$ cat src/rtl/alarm_pkg.sv
// ---------------------------------------------------------------------------
// alarm_pkg
// Shared types, default thresholds and helper functions for the alarm
// qualification block (alarm_qual) and its debouncer (alarm_deb).
// ---------------------------------------------------------------------------
package alarm_pkg;

   // Debouncer state: two stable states plus one pending state for each edge.
   typedef enum logic [1:0] {
      OFF      = 2'd0,
      PEND_ON  = 2'd1,
      ON       = 2'd2,
      PEND_OFF = 2'd3
   } deb_state_t;

   // Default thresholds. Speeds are compared as magnitudes, battery is unsigned.
   localparam logic [11:0] FAST_THR_DEF  = 12'd1536;
   localparam logic [11:0] FAST_HYST_DEF = 12'd128;
   localparam logic [11:0] BATT_THR_DEF  = 12'h800;
   localparam logic [11:0] BATT_HYST_DEF = 12'h040;
   localparam int          DEB_CNT_DEF   = 4;

   // Saturating 12-bit absolute value. -2048 has no positive twin in 12 bits,
   // so it is clamped to 2047 instead of wrapping back to -2048.
   function automatic logic [11:0] abs12_sat(input logic signed [11:0] v);
      if (v == 12'sh800)
         return 12'h7FF;
      else if (v[11])
         return $unsigned(-v);
      else
         return $unsigned(v);
   endfunction

endpackage : alarm_pkg

$ cat src/rtl/alarm_deb.sv
// ---------------------------------------------------------------------------
// alarm_deb
// Hysteresis debouncer. The output sets after DEB_CNT consecutive vld samples
// with hit=1 and clears after DEB_CNT consecutive vld samples with ok=1. A
// vld sample that breaks a pending run returns to the stable state it came
// from and discards the count. Cycles without vld hold state and count.
//
// Ports:
//   clk    in   system clock
//   rst_n  in   asynchronous active-low reset
//   vld    in   sample strobe; hit/ok are only considered when high
//   hit    in   sample is in the "set" band
//   ok     in   sample is in the "clear" band
//   out    out  registered debounced level
// ---------------------------------------------------------------------------
module alarm_deb
   import alarm_pkg::*;
#(
   parameter int DEB_CNT = DEB_CNT_DEF   // legal range 1..255
) (
   input  logic clk,
   input  logic rst_n,
   input  logic vld,
   input  logic hit,
   input  logic ok,
   output logic out
);

   localparam logic [7:0] DEB_LAST = 8'(DEB_CNT);

   deb_state_t state, state_nxt;
   logic [7:0] cnt, cnt_nxt;
   logic [7:0] cnt_inc;

   assign cnt_inc = cnt + 8'd1;

   // NOTE: every variable gets a default before the case so no path leaves it
   // unassigned; otherwise synthesis infers a latch.
   always_comb begin
      state_nxt = state;
      cnt_nxt   = cnt;
      if (vld) begin
         case (state)
            OFF: begin
               if (hit) begin
                  if (DEB_CNT == 1) begin
                     state_nxt = ON;
                  end else begin
                     state_nxt = PEND_ON;
                     cnt_nxt   = 8'd1;
                  end
               end
            end
            PEND_ON: begin
               if (!hit) begin
                  state_nxt = OFF;
                  cnt_nxt   = 8'd0;
               end else if (cnt_inc == DEB_LAST) begin
                  state_nxt = ON;
                  cnt_nxt   = 8'd0;
               end else begin
                  cnt_nxt   = cnt_inc;
               end
            end
            ON: begin
               if (ok) begin
                  if (DEB_CNT == 1) begin
                     state_nxt = OFF;
                  end else begin
                     state_nxt = PEND_OFF;
                     cnt_nxt   = 8'd1;
                  end
               end
            end
            PEND_OFF: begin
               if (!ok) begin
                  state_nxt = ON;
                  cnt_nxt   = 8'd0;
               end else if (cnt_inc == DEB_LAST) begin
                  state_nxt = OFF;
                  cnt_nxt   = 8'd0;
               end else begin
                  cnt_nxt   = cnt_inc;
               end
            end
            default: begin
               state_nxt = OFF;
               cnt_nxt   = 8'd0;
            end
         endcase
      end
   end

   // NOTE: sequential state uses non-blocking assignments so every flop samples
   // its inputs from before the edge, independent of statement order.
   // NOTE: all state, including the count, is cleared by the async reset so a
   // pending run never survives a reset.
   always_ff @(posedge clk or negedge rst_n) begin
      if (!rst_n) begin
         state <= OFF;
         cnt   <= 8'd0;
         out   <= 1'b0;
      end else begin
         state <= state_nxt;
         cnt   <= cnt_nxt;
         out   <= (state_nxt == ON) || (state_nxt == PEND_OFF);
      end
   end

endmodule : alarm_deb

$ cat src/rtl/alarm_qual.sv
// ---------------------------------------------------------------------------
// alarm_qual
// Turns raw wheel speeds, battery reading and the steer-enable level into the
// three alarm requests consumed by the piezo driver. Speed and battery are
// compared against hysteresis thresholds and debounced; steer-enable is turned
// into a one-cycle pulse on its rising edge.
//
// Ports:
//   clk          in   system clock
//   rst_n        in   asynchronous active-low reset
//   vld          in   new lft_spd/rght_spd/batt are valid this cycle
//   lft_spd      in   [11:0] signed left wheel speed
//   rght_spd     in   [11:0] signed right wheel speed
//   batt         in   [11:0] unsigned battery ADC reading
//   en_steer_in  in   steer-enable level (already synchronous to clk)
//   too_fast     out  debounced overspeed level
//   batt_low     out  debounced low-battery level
//   en_steer     out  one-cycle pulse per rising edge of en_steer_in
// ---------------------------------------------------------------------------
module alarm_qual
   import alarm_pkg::*;
#(
   parameter logic [11:0] FAST_THR  = FAST_THR_DEF,
   parameter logic [11:0] FAST_HYST = FAST_HYST_DEF,
   parameter logic [11:0] BATT_THR  = BATT_THR_DEF,
   parameter logic [11:0] BATT_HYST = BATT_HYST_DEF,
   parameter int          DEB_CNT   = DEB_CNT_DEF
) (
   input  logic        clk,
   input  logic        rst_n,
   input  logic        vld,
   input  logic [11:0] lft_spd,
   input  logic [11:0] rght_spd,
   input  logic [11:0] batt,
   input  logic        en_steer_in,
   output logic        too_fast,
   output logic        batt_low,
   output logic        en_steer
);

   // Clear limits computed in 13 bits so THR-HYST / THR+HYST cannot wrap.
   localparam logic [12:0] FAST_OK_LIM = {1'b0, FAST_THR} - {1'b0, FAST_HYST};
   localparam logic [12:0] BATT_OK_LIM = {1'b0, BATT_THR} + {1'b0, BATT_HYST};

   logic [11:0] lft_abs, rght_abs;
   logic        fast_hit, fast_ok;
   logic        low_hit, low_ok;
   logic        en_steer_d;

   assign lft_abs  = abs12_sat(lft_spd);
   assign rght_abs = abs12_sat(rght_spd);

   assign fast_hit = (lft_abs > FAST_THR) || (rght_abs > FAST_THR);
   assign fast_ok  = ({1'b0, lft_abs} < FAST_OK_LIM) && ({1'b0, rght_abs} < FAST_OK_LIM);

   assign low_hit  = batt < BATT_THR;
   assign low_ok   = {1'b0, batt} > BATT_OK_LIM;

   alarm_deb #(.DEB_CNT(DEB_CNT)) u_fast_deb (
      .clk   (clk),
      .rst_n (rst_n),
      .vld   (vld),
      .hit   (fast_hit),
      .ok    (fast_ok),
      .out   (too_fast)
   );

   alarm_deb #(.DEB_CNT(DEB_CNT)) u_batt_deb (
      .clk   (clk),
      .rst_n (rst_n),
      .vld   (vld),
      .hit   (low_hit),
      .ok    (low_ok),
      .out   (batt_low)
   );

   // Rising-edge detector; the pulse itself is registered.
   always_ff @(posedge clk or negedge rst_n) begin
      if (!rst_n) begin
         en_steer_d <= 1'b0;
         en_steer   <= 1'b0;
      end else begin
         en_steer_d <= en_steer_in;
         en_steer   <= en_steer_in & ~en_steer_d;
      end
   end

endmodule : alarm_qual

$ cat config.mk
export PLATFORM = sky130hd
export DESIGN_NAME = alarm_qual
export DESIGN_NICKNAME = d
export VERILOG_FILES = /design/src/rtl/alarm_pkg.sv /design/src/rtl/alarm_deb.sv /design/src/rtl/alarm_qual.sv
export SDC_FILE = /design/constraint.sdc
export NUM_CORES = 1
export LEC_CHECK = 0
export BUFFER_PORTS_ARGS = -buffer_cell sky130_fd_sc_hd__clkbuf_2
export CAP_MARGIN = 20
export CORE_MARGIN = 2
export CORE_UTILIZATION = 57
export CTS_BUF_LIST = sky130_fd_sc_hd__clkbuf_8
export CTS_CLUSTER_DIAMETER = 50
export DETAILED_ROUTE_END_ITERATION = 8
export GPL_ROUTABILITY_DRIVEN = 0
export PLACE_DENSITY = 0.92
export SLEW_MARGIN = 10
export SYNTH_ARGS = -nofsm -noshare
export SYNTH_HDL_FRONTEND = slang
export SYNTH_SLANG_ARGS = --single-unit
$ cat constraint.sdc
create_clock -name clk -period 2.3 [get_ports clk]
set_input_delay 0.115 -clock clk [delete_from_list [all_inputs] [get_ports clk]]
set_output_delay 0.115 -clock clk [all_outputs]
set_load 0.02 [all_outputs]
# Word level (Yosys, flattened, before mapping)
# Index checks and enable logic that the tools add are counted.
[totals] reg_bits=24 latchBits=0 ramBits=0 rom_bits=0 out_inout_bits=3 elab_cells=78 mem_count=0
[classes] add_sub_neg=4 n_mul=0 div_mod_pow=0 n_lt_le_gt_ge=6 eq_ne=18 n_shift=0 n_mux=32 n_bitwise=2 n_reduce_logical=8
[op_table] op="$mux 8" n=10
[op_table] op="$pmux 8 s4" n=2
[op_table] op="$mux 12" n=4
[op_table] op="$mux 2" n=14
[op_table] op="$eq 12x12->1 const B" n=2
[op_table] op="$gt 12x11->1 const B" n=2
[op_table] op="$lt 12x11->1 const B" n=2
[op_table] op="$neg 12->12" n=2
[op_table] op="$add 8x1->8 const B" n=2
[op_table] op="$eq 2x2->1 const B" n=8
[op_table] op="$eq 8x3->1 const B" n=2
[op_table] op="$pmux 2 s4" n=2
[op_table] op="$gt 12x12->1 const B" n=1
[op_table] op="$lt 12x12->1 const B" n=1
[op_table] op="$ne 2x1->1 const B" n=4
[op_table] op="$reduce_and 3->1" n=2
[op_table] op="$eq 2x1->1 const B" n=2
[op_table] op="$logic_not 2->1" n=2
[op_table] op="$logic_or 1x1->1" n=3
[op_table] op="$and 1x1->1" n=1
[op_table] op="$logic_and 1x1->1" n=1
[op_table] op="$not 1->1" n=1

# Longest topological paths before layout
# Gate-level depths: netlist of the first run.
[logic_depth] depth_word=10 depth_mapped=10 depth_no_buf=10

# Cells and area by module
# A second synthesis of the first run with hierarchy kept.
[unflattened] cells_unflattened=236 area_unflattened_um2=1970.6
[by_module_without_submodules] mod="alarm_deb" n_inst=2 cells_per_inst=58 area_per_inst_um2=590.6 seq_area_each_um2=275.3
[by_module_without_submodules] mod="alarm_qual" n_inst=1 cells_per_inst=120 area_per_inst_um2=789.5 seq_area_each_um2=50.0

# Worst setup path after synthesis of the first run
# No wires, ideal clock.
[synth_timing] path_type="input to register" start="in lft_spd[0]" end="reg u_fast_deb.cnt[1]" arrival_time_ns=2.433 required_time_ns=2.222 path_slack_ns=-0.212 stages=10 n_path_buf=0 cell_sequence="inv_1 > ha_1 > or4b_1 > or3_1 > a211oi_1 > a2bb2o_4 > o311ai_4 > o2111ai_4 > o21ai_4 > o2bb2ai_1"
[synth_between] elab_chain_len=7
[synth_rtl] item="start: declaration" line_no="alarm_qual.sv:32" text="input logic [11:0] lft_spd,"
[synth_rtl] item="$neg 12->12" line_no="alarm_pkg.sv:29" text="return $unsigned(-v);"
[synth_rtl] item="$mux 12" line_no="alarm_pkg.sv:28" text="else if (v[11])"
[synth_rtl] item="$mux 12 *" line_no="alarm_pkg.sv:26" text="if (v == 12'sh800)"
[synth_rtl] item="$lt 12x11->1 / $gt 12x11->1 (equally long branches)" line_no="alarm_qual.sv:54, alarm_qual.sv:53"
[synth_rtl] item="$logic_and 1x1->1 / $logic_or 1x1->1 (equally long branches)" line_no="alarm_qual.sv:54, alarm_qual.sv:53"
[synth_rtl] item="$mux 8, or another cell as far along" line_no="alarm_deb.sv:76" text="if (!ok) begin"
[synth_rtl] item="$pmux 8 s4 / $reduce_and 3->1 (equally long branches)"
[synth_rtl] item="end signal: assignment" line_no="alarm_deb.sv:105" text="cnt <= cnt_nxt;"
[synth_rtl] item="end: declaration" line_no="alarm_deb.sv:32" text="logic [7:0] cnt, cnt_nxt;"
# Every way passes the cells marked *; elsewhere a longest branch is shown, timed or not.
# A chain may end at the register's enable or synchronous reset.

# Worst setup path after layout of the first run
[layout_timing] start="in lft_spd[1]" end="reg u_fast_deb.cnt[2]"
# The elaborated chain is that of the path after synthesis.

==> results of run 1 <==
-- cell families after synthesis --
kind of cell	after synthesis	synth area share (%)
DFF	24	27.9
AOI/OAI and AO/OA	90	31.3
and+or+nand+nor	121	31.5
xor gates and xnor gates	4	1.63
muxes	3	1.51
adders and majority gates	4	2.32
buffers and inverters	20	3.89
-- registers in the layout, summed over array words and instances (netlist names) --
signal,cells
u_batt_deb.cnt,8
en_steer,1
en_steer_d,1
u_fast_deb.out,1
u_batt_deb.out,1
u_fast_deb.state,2
u_batt_deb.state,2
u_fast_deb.cnt,8
-- area by class of cell --
type | instances | area, um2 | share of cell area, %
sequential | 24 | 601 | 21.8
multi-input combinational | 222 | 1520 | 55.4
clock buffer | 3 | 41.3 | 1.50
inverter | 14 | 70.1 | 2.55
tap | 48 | 60.1 | 2.18
timing repair buffer | 70 | 454 | 16.5
-- stage by stage --
step                total power [mW]  hold slack [ns]
floorplan                      0.969           -0.181
global placement                1.14            0.132
detailed placement              1.16            0.134
CTS                             1.44           0.0879
global route                    1.56            0.100
finish                          1.45           0.0858
-- worst max-delay path by stage --
stage                    start                             to  slack (ns)  cells past startpoint
finish              lft_spd[1]  u_fast_deb.cnt[2]$_DFFE_PN0P_       -0.09                     11
global placement    lft_spd[1]  u_fast_deb.cnt[2]$_DFFE_PN0P_       -0.41                     11
CTS                 lft_spd[1]  u_fast_deb.cnt[2]$_DFFE_PN0P_       -0.08                     11
detailed placement  lft_spd[1]  u_fast_deb.cnt[6]$_DFFE_PN0P_       -0.51                     11
floorplan           lft_spd[1]  u_fast_deb.cnt[1]$_DFFE_PN0P_       -0.15                     10
global route        lft_spd[1]  u_fast_deb.cnt[2]$_DFFE_PN0P_       -0.23                     11
-- per-layer routing --
layer | global-route usage (%) | part of all wire (%) | vias to the layer above
met5 | 0 | 0 | -
met4 | 7.03 | 0.87 | 0
met3 | 1.20 | 4.7 | 4
met2 | 46.3 | 50 | 86
met1 | 33.0 | 45 | 1100
li1 | - | - | 1167
-- power groups by stage --
stage | clock [mW] | sequential [mW] | combinational, mW
6_report | 0.236 | 0.615 | 0.595
3_5_place_dp | 0 | 0.615 | 0.549
4_1_cts | 0.243 | 0.611 | 0.587
3_3_place_gp | 0 | 0.611 | 0.529
2_1_floorplan | 0 | 0.614 | 0.355
5_1_grt | 0.256 | 0.629 | 0.679
-- cell usage after synthesis (3+ instances only) --
| master | n |
|---|---|
| a211oi_1 | 3 |
| a21boi_0 | 4 |
| a21oi_1 | 15 |
| a31oi_1 | 5 |
| clkbuf_1 | 4 |
| dfrtp_1 | 24 |
| ha_1 | 4 |
| inv_1 | 14 |
| nand2_1 | 23 |
| nand2b_1 | 7 |
| nand3_1 | 13 |
| nand4_1 | 3 |
| nor2_1 | 17 |
| nor2b_1 | 8 |
| nor3_1 | 9 |
| nor3b_1 | 4 |
| nor4_1 | 6 |
| o211ai_1 | 6 |
| o21ai_0 | 23 |
| o2bb2ai_1 | 8 |
| o31ai_1 | 3 |
| or2_2 | 4 |
| or3_1 | 6 |
| or4_1 | 4 |
| xnor2_1 | 3 |
-- timing repair --
item	CTS	global route
pin swaps	10	1
buffers inserted	1	1
resized for setup	9	2
endpoints found under the setup margin	11	11
hold endpoints to repair	25	0
hold buffers	2	0
==> results.json, run 1 <==
{
  "p_sw_share_pct": 38.4,
  "die_area_mm2": 0.00429,
  "critPathKind": "in2reg",
  "pwr-share-comb_pct": 41.1,
  "status": "finished, violations left",
  "wl_per_cell_um": 13.3,
  "syn2layout_area_growth_pct": 27.6,
  "drc": 0,
  "grt_pass1_vias": 2153,
  "grt_remaining_overflow": 0,
  "cpPeakStageDelay_ns": 0.46,
  "critPathBufInv": 2,
  "cp_cell_sequence": "clkbuf_16, inv_12, ha_4, or4b_4, or3_4, a211oi_2, a2bb2o_4, o211ai_1, o2111ai_4, o21ai_4, o2bb2ai_1",
  "fin_util_pct": 75.1,
  "synth_seq_cells": 24,
  "hold_depth": 2,
  "final_cell_area_mm2": 0.00275,
  "ys.flop_type": "dfrtp_1",
  "dpl_cell_area_mm2": 0.00261,
  "worst_pin_slew_ns": 0.570,
  "ys.warnings.count": 0,
  "worstSetupEndpointType": "flop",
  "dp_hpwl_mm": 3.80,
  "num_antenna_cells": 0,
  "path_max_fanout": 7,
  "setup_slack_ns": -0.0933,
  "hold_viol_final": 0,
  "layout_common_cells": "40 x clkbuf_2, 26 x buf_4, 24 x dfrtp_1",
  "synth_cells": 266,
  "fin_tns_setup_ns": -0.724,
  "fmax_mhz": 418,
  "setup_viol": 9,
  "synthTopCellsByArea": "dfrtp_1 28%, o21ai_0 5.3%, nand2_1 4.0%",
  "final_cells": 381,
  "root_buffer": "clkbuf_8",
  "vias": 2357,
  "slew_headroom_pct": 62.0,
  "crit_arrival_ns": 2.58,
  "grt_pass1_wl_mm": 8.96,
  "drt_iter0_markers": 218,
  "clock-sinks": 24,
  "reg2reg_slack_ns": 0.34,
  "cts_tree": "built",
  "firstDrtPassIters": 4,
  "wirelength_mm": 5.08,
  "holdPathEnd": "u_batt_deb.out$_DFF_PN0_",
  "p_leak_nw": 1.10,
  "initial_core_util_pct": 58.9,
  "drv_slew": 0,
  "fp-row-count": 22,
  "drv_cap": 0,
  "holdCritPathClass": "in2reg",
  "reg2reg_depth": 8,
  "fin_worst_skew_ns": 0.00430,
  "pre_cts_ws_ns": -0.509,
  "ir_worst_vdd_mv": 0.267,
  "fin_crit_ns": 2.39,
  "synth_area_mm2": 0.00216,
  "cts_max_path_buffers": 2,
  "cp_data_required_time_ns": 2.49,
  "async_reset_ff_share_pct": 100,
  "coreArea_mm2": 0.00366,
  "final_common_cell": "clkbuf_2",
  "yosys.area.top_type_share_pct": 27.9,
  "fin_nets": 379,
  "pwr-share-seq_pct": 42.5,
  "cp_slowest_cell": "or4b_4",
  "grt_usage_pct": 25.5,
  "cts_buffers": 3,
  "rsz0062_at_grt": "yes",
  "drive_gt1_share_pct": 30.0,
  "rr_endpoint": "u_batt_deb.state[1]$_DFF_PN0_",
  "synth_edf_count": 0,
  "fillers": 265,
  "violations": "setup timing",
  "power_density_mw_per_mm2": 526,
  "ys_types": 62,
  "htreeDepth": 1,
  "insertion_delay_ns": 0.26,
  "routed_via_density": 6.19,
  "intPower_mw": 0.891,
  "synth_nets": 310,
  "postRouteAntennaNets": 0,
  "cp-start-kind": "primary input",
  "antenna_found_initial": 0,
  "dpl.cell_count": 374,
  "min-delay-start": "batt[11]",
  "p_clk_share_pct": 16.3,
  "path_delay_family": "compound AO/OA/AOI/OAI gates",
  "ys_seq_area_share_pct": 27.9,
  "die_y_um": 65.5,
  "io_pins": 43,
  "r2r-start": "u_batt_deb.cnt[2]$_DFFE_PN0P_",
  "path_clk_slew_ns": 0.08,
  "yosysTopAreaCell": "dfrtp_1",
  "p_sw_mw": 0.555,
  "syn_area_per_cell_um2": 8.10,
  "finalCritPeriodShare_pct": 104,
  "io_buffers": 42,
  "die_w_um": 65.5,
  "grt_max_degree": 25
}
Power figures use the tool's default switching activity.
==> run 2: changes to the inputs <==
- BUFFER_PORTS_ARGS: -buffer_cell sky130_fd_sc_hd__clkbuf_2 -> unset
- CORE_UTILIZATION: 57 -> 60
- DONT_BUFFER_PORTS: unset -> 1
- PLACE_DENSITY: 0.92 -> 0.86
==> results.json, run 2 (synthesis results as in run 1) <==
{
  "rsz0062_at_grt": "yes",
  "wl_met2_mm": 2.25,
  "setup_viol": 0,
  "largestRegisters": "u_batt_deb.cnt (8), u_fast_deb.cnt (8)",
  "fp-row-count": 21,
  "firstDrtPassIters": 5,
  "final_cells": 324,
  "holdCritPathClass": "in2reg",
  "power_density_mw_per_mm2": 589,
  "status": "completed",
  "cts_max_path_buffers": 2,
  "crit_arrival_ns": 2.43,
  "die_area_mm2": 0.00409,
  "num_antenna_cells": 0,
  "slew_headroom_pct": 65.9,
  "top_layer_used": "met4",
  "cp_data_required_time_ns": 2.49,
  "p_sw_mw": 0.496,
  "hold_slack_ns": 0.0188,
  "postRouteAntennaNets": 0,
  "syn2layout_area_growth_pct": 13.9,
  "fin_worst_skew_ns": 0.00626,
  "wl_per_cell_um": 14.3,
  "worst_pin_slew_ns": 0.506,
  "io_buffers": 0,
  "wl_met3_um": 220,
  "routed_via_density": 6.52,
  "dp_hpwl_mm": 3.48,
  "layout_common_cells": "24 x dfrtp_1, 22 x nand2_1, 21 x o21ai_0",
  "fmax_mhz": 447,
  "io_pins": 43,
  "drv_cap": 0,
  "critPathBufInv": 1,
  "reg2reg_slack_ns": 0.42,
  "cts_buffers": 3,
  "met1_length_mm": 2.11,
  "htreeDepth": 1,
  "hold_viol_final": 0,
  "insertion_delay_ns": 0.27,
  "pwr-share-comb_pct": 31.1,
  "path_max_fanout": 7,
  "p_leak_nw": 0.867,
  "path_delay_family": "compound AO/OA/AOI/OAI gates",
  "fin_crit_ns": 2.24,
  "grt_max_degree": 25,
  "die_y_um": 63.9,
  "cp-start-kind": "primary input",
  "initial_core_util_pct": 63.6,
  "intPower_mw": 0.951,
  "grt_pass1_vias": 1911,
  "final_common_cell": "dfrtp_1",
  "ir_worst_vdd_mv": 0.372,
  "grt_remaining_overflow": 0,
  "critPathKind": "in2reg",
  "coreArea_mm2": 0.00339,
  "cp_cell_sequence": "clkinv_16, ha_4, or4b_4, or3_4, a211oi_2, a2bb2o_4, o311ai_4, o2111ai_4, o21ai_4, o2bb2ai_1",
  "p_sw_share_pct": 34.3,
  "dpl.cell_count": 314,
  "die_w_um": 63.9,
  "cp_slowest_cell": "or4b_4",
  "vias": 2114,
  "root_buffer": "clkbuf_8",
  "finalCritPeriodShare_pct": 97.3,
  "worstSetupEndpointType": "flop",
  "wirelength_mm": 4.65,
  "clock-sinks": 24,
  "drt_iter0_markers": 108,
  "fin_nets": 323,
  "grt_usage_pct": 23.2,
  "antenna_found_initial": 0,
  "p_clk_share_pct": 25.2,
  "path_clk_slew_ns": 0.08,
  "drv_slew": 0,
  "drive_gt1_share_pct": 14.0,
  "cpPeakStageDelay_ns": 0.45,
  "pwr-share-seq_pct": 43.7,
  "drc": 0,
  "grt_pass1_wl_mm": 7.90,
  "cts_tree": "built"
}
## run 2: cell count changes in the layout (fill, tap and decap cells not counted), sizes merged
| cell | previous run | this run |
|---|---|---|
| clkinv | 0 | 2 |
| buf | 26 | 10 |
| inv | 14 | 12 |
| bufinv | 0 | 1 |
| dlygate4sd3 | 2 | 4 |
| clkbuf | 45 | 3 |
## run 2: layer usage
layer,up-vias,GRT usage (%)
met2,71,39.2
met3,6,2.46
li1,1048,-
met5,-,0
met1,989,30.7
met4,0,8.15
## run 2: area by class of cell
cell class	instances	area, um2
clock buffer	3	41.3
clock inverter	1	30.0
fill	257	933
inverter	14	91.3
multi-input combinational	222	1500
sequential	24	601
tap	46	57.6
timing repair buffer	14	135
## run 2: power by group through the flow
stage / clock (mW) / combinational [mW] / sequential, mW
final: 0.365 / 0.449 / 0.633
after global routing: 0.389 / 0.506 / 0.649
after CTS: 0.371 / 0.440 / 0.630
after detailed placement: 0 / 0.422 / 0.639
after global placement: 0 / 0.405 / 0.635
after floorplan: 0 / 0.355 / 0.614
## run 2: what timing repair did
item	4_1_cts	5_1_grt
setup buffers	0	1
hold buffers	4	0
hold endpoints to repair	30	0
gates resized for setup	0	7
endpoints found under the setup margin	0	7
## run 2: worst register-to-register path: cells and delay by family (launching register included)
kind / cells / cell delay (ns)
AND/OR/NAND/NOR: 5 / 0.95
flip-flops: 1 / 0.44
AO/OA/AOI/OAI: 3 / 0.37
## run 2: final timing paths
path | from | depth (start not counted) | to
max | lft_spd[1] | 10 | u_fast_deb.cnt[4]$_DFFE_PN0P_
min | vld | 2 | u_batt_deb.state[0]$_DFF_PN0_
max reg2reg | u_batt_deb.cnt[4]$_DFFE_PN0P_ | 8 | u_batt_deb.state[1]$_DFF_PN0_
min reg2reg | en_steer_d$_DFF_PN0_ | 1 | en_steer$_DFF_PN0_
max in group asynchronous | rst_n | 2 | u_fast_deb.cnt[7]$_DFFE_PN0P_
min in group asynchronous | rst_n | 1 | u_batt_deb.cnt[5]$_DFFE_PN0P_
## run 2: stage by stage
| step | area [um2] | TNS, ns | util, % | total power [mW] | setup WS [ns] |
|---|---|---|---|---|---|
| after global routing | 2460 | -0.00822 | 72.5 | 1.54 | -0.00545 |
| final | 2460 | 0 | 72.5 | 1.45 | 0.0617 |
| after detailed placement | 2280 | -1.93 | 67.2 | 1.06 | -0.241 |
| after CTS | 2390 | 0 | 70.5 | 1.44 | 0.0254 |
| after global placement | 2280 | -1.65 | 67.2 | 1.04 | -0.208 |
| after floorplan | 2190 | -1.18 | - | 0.969 | -0.153 |
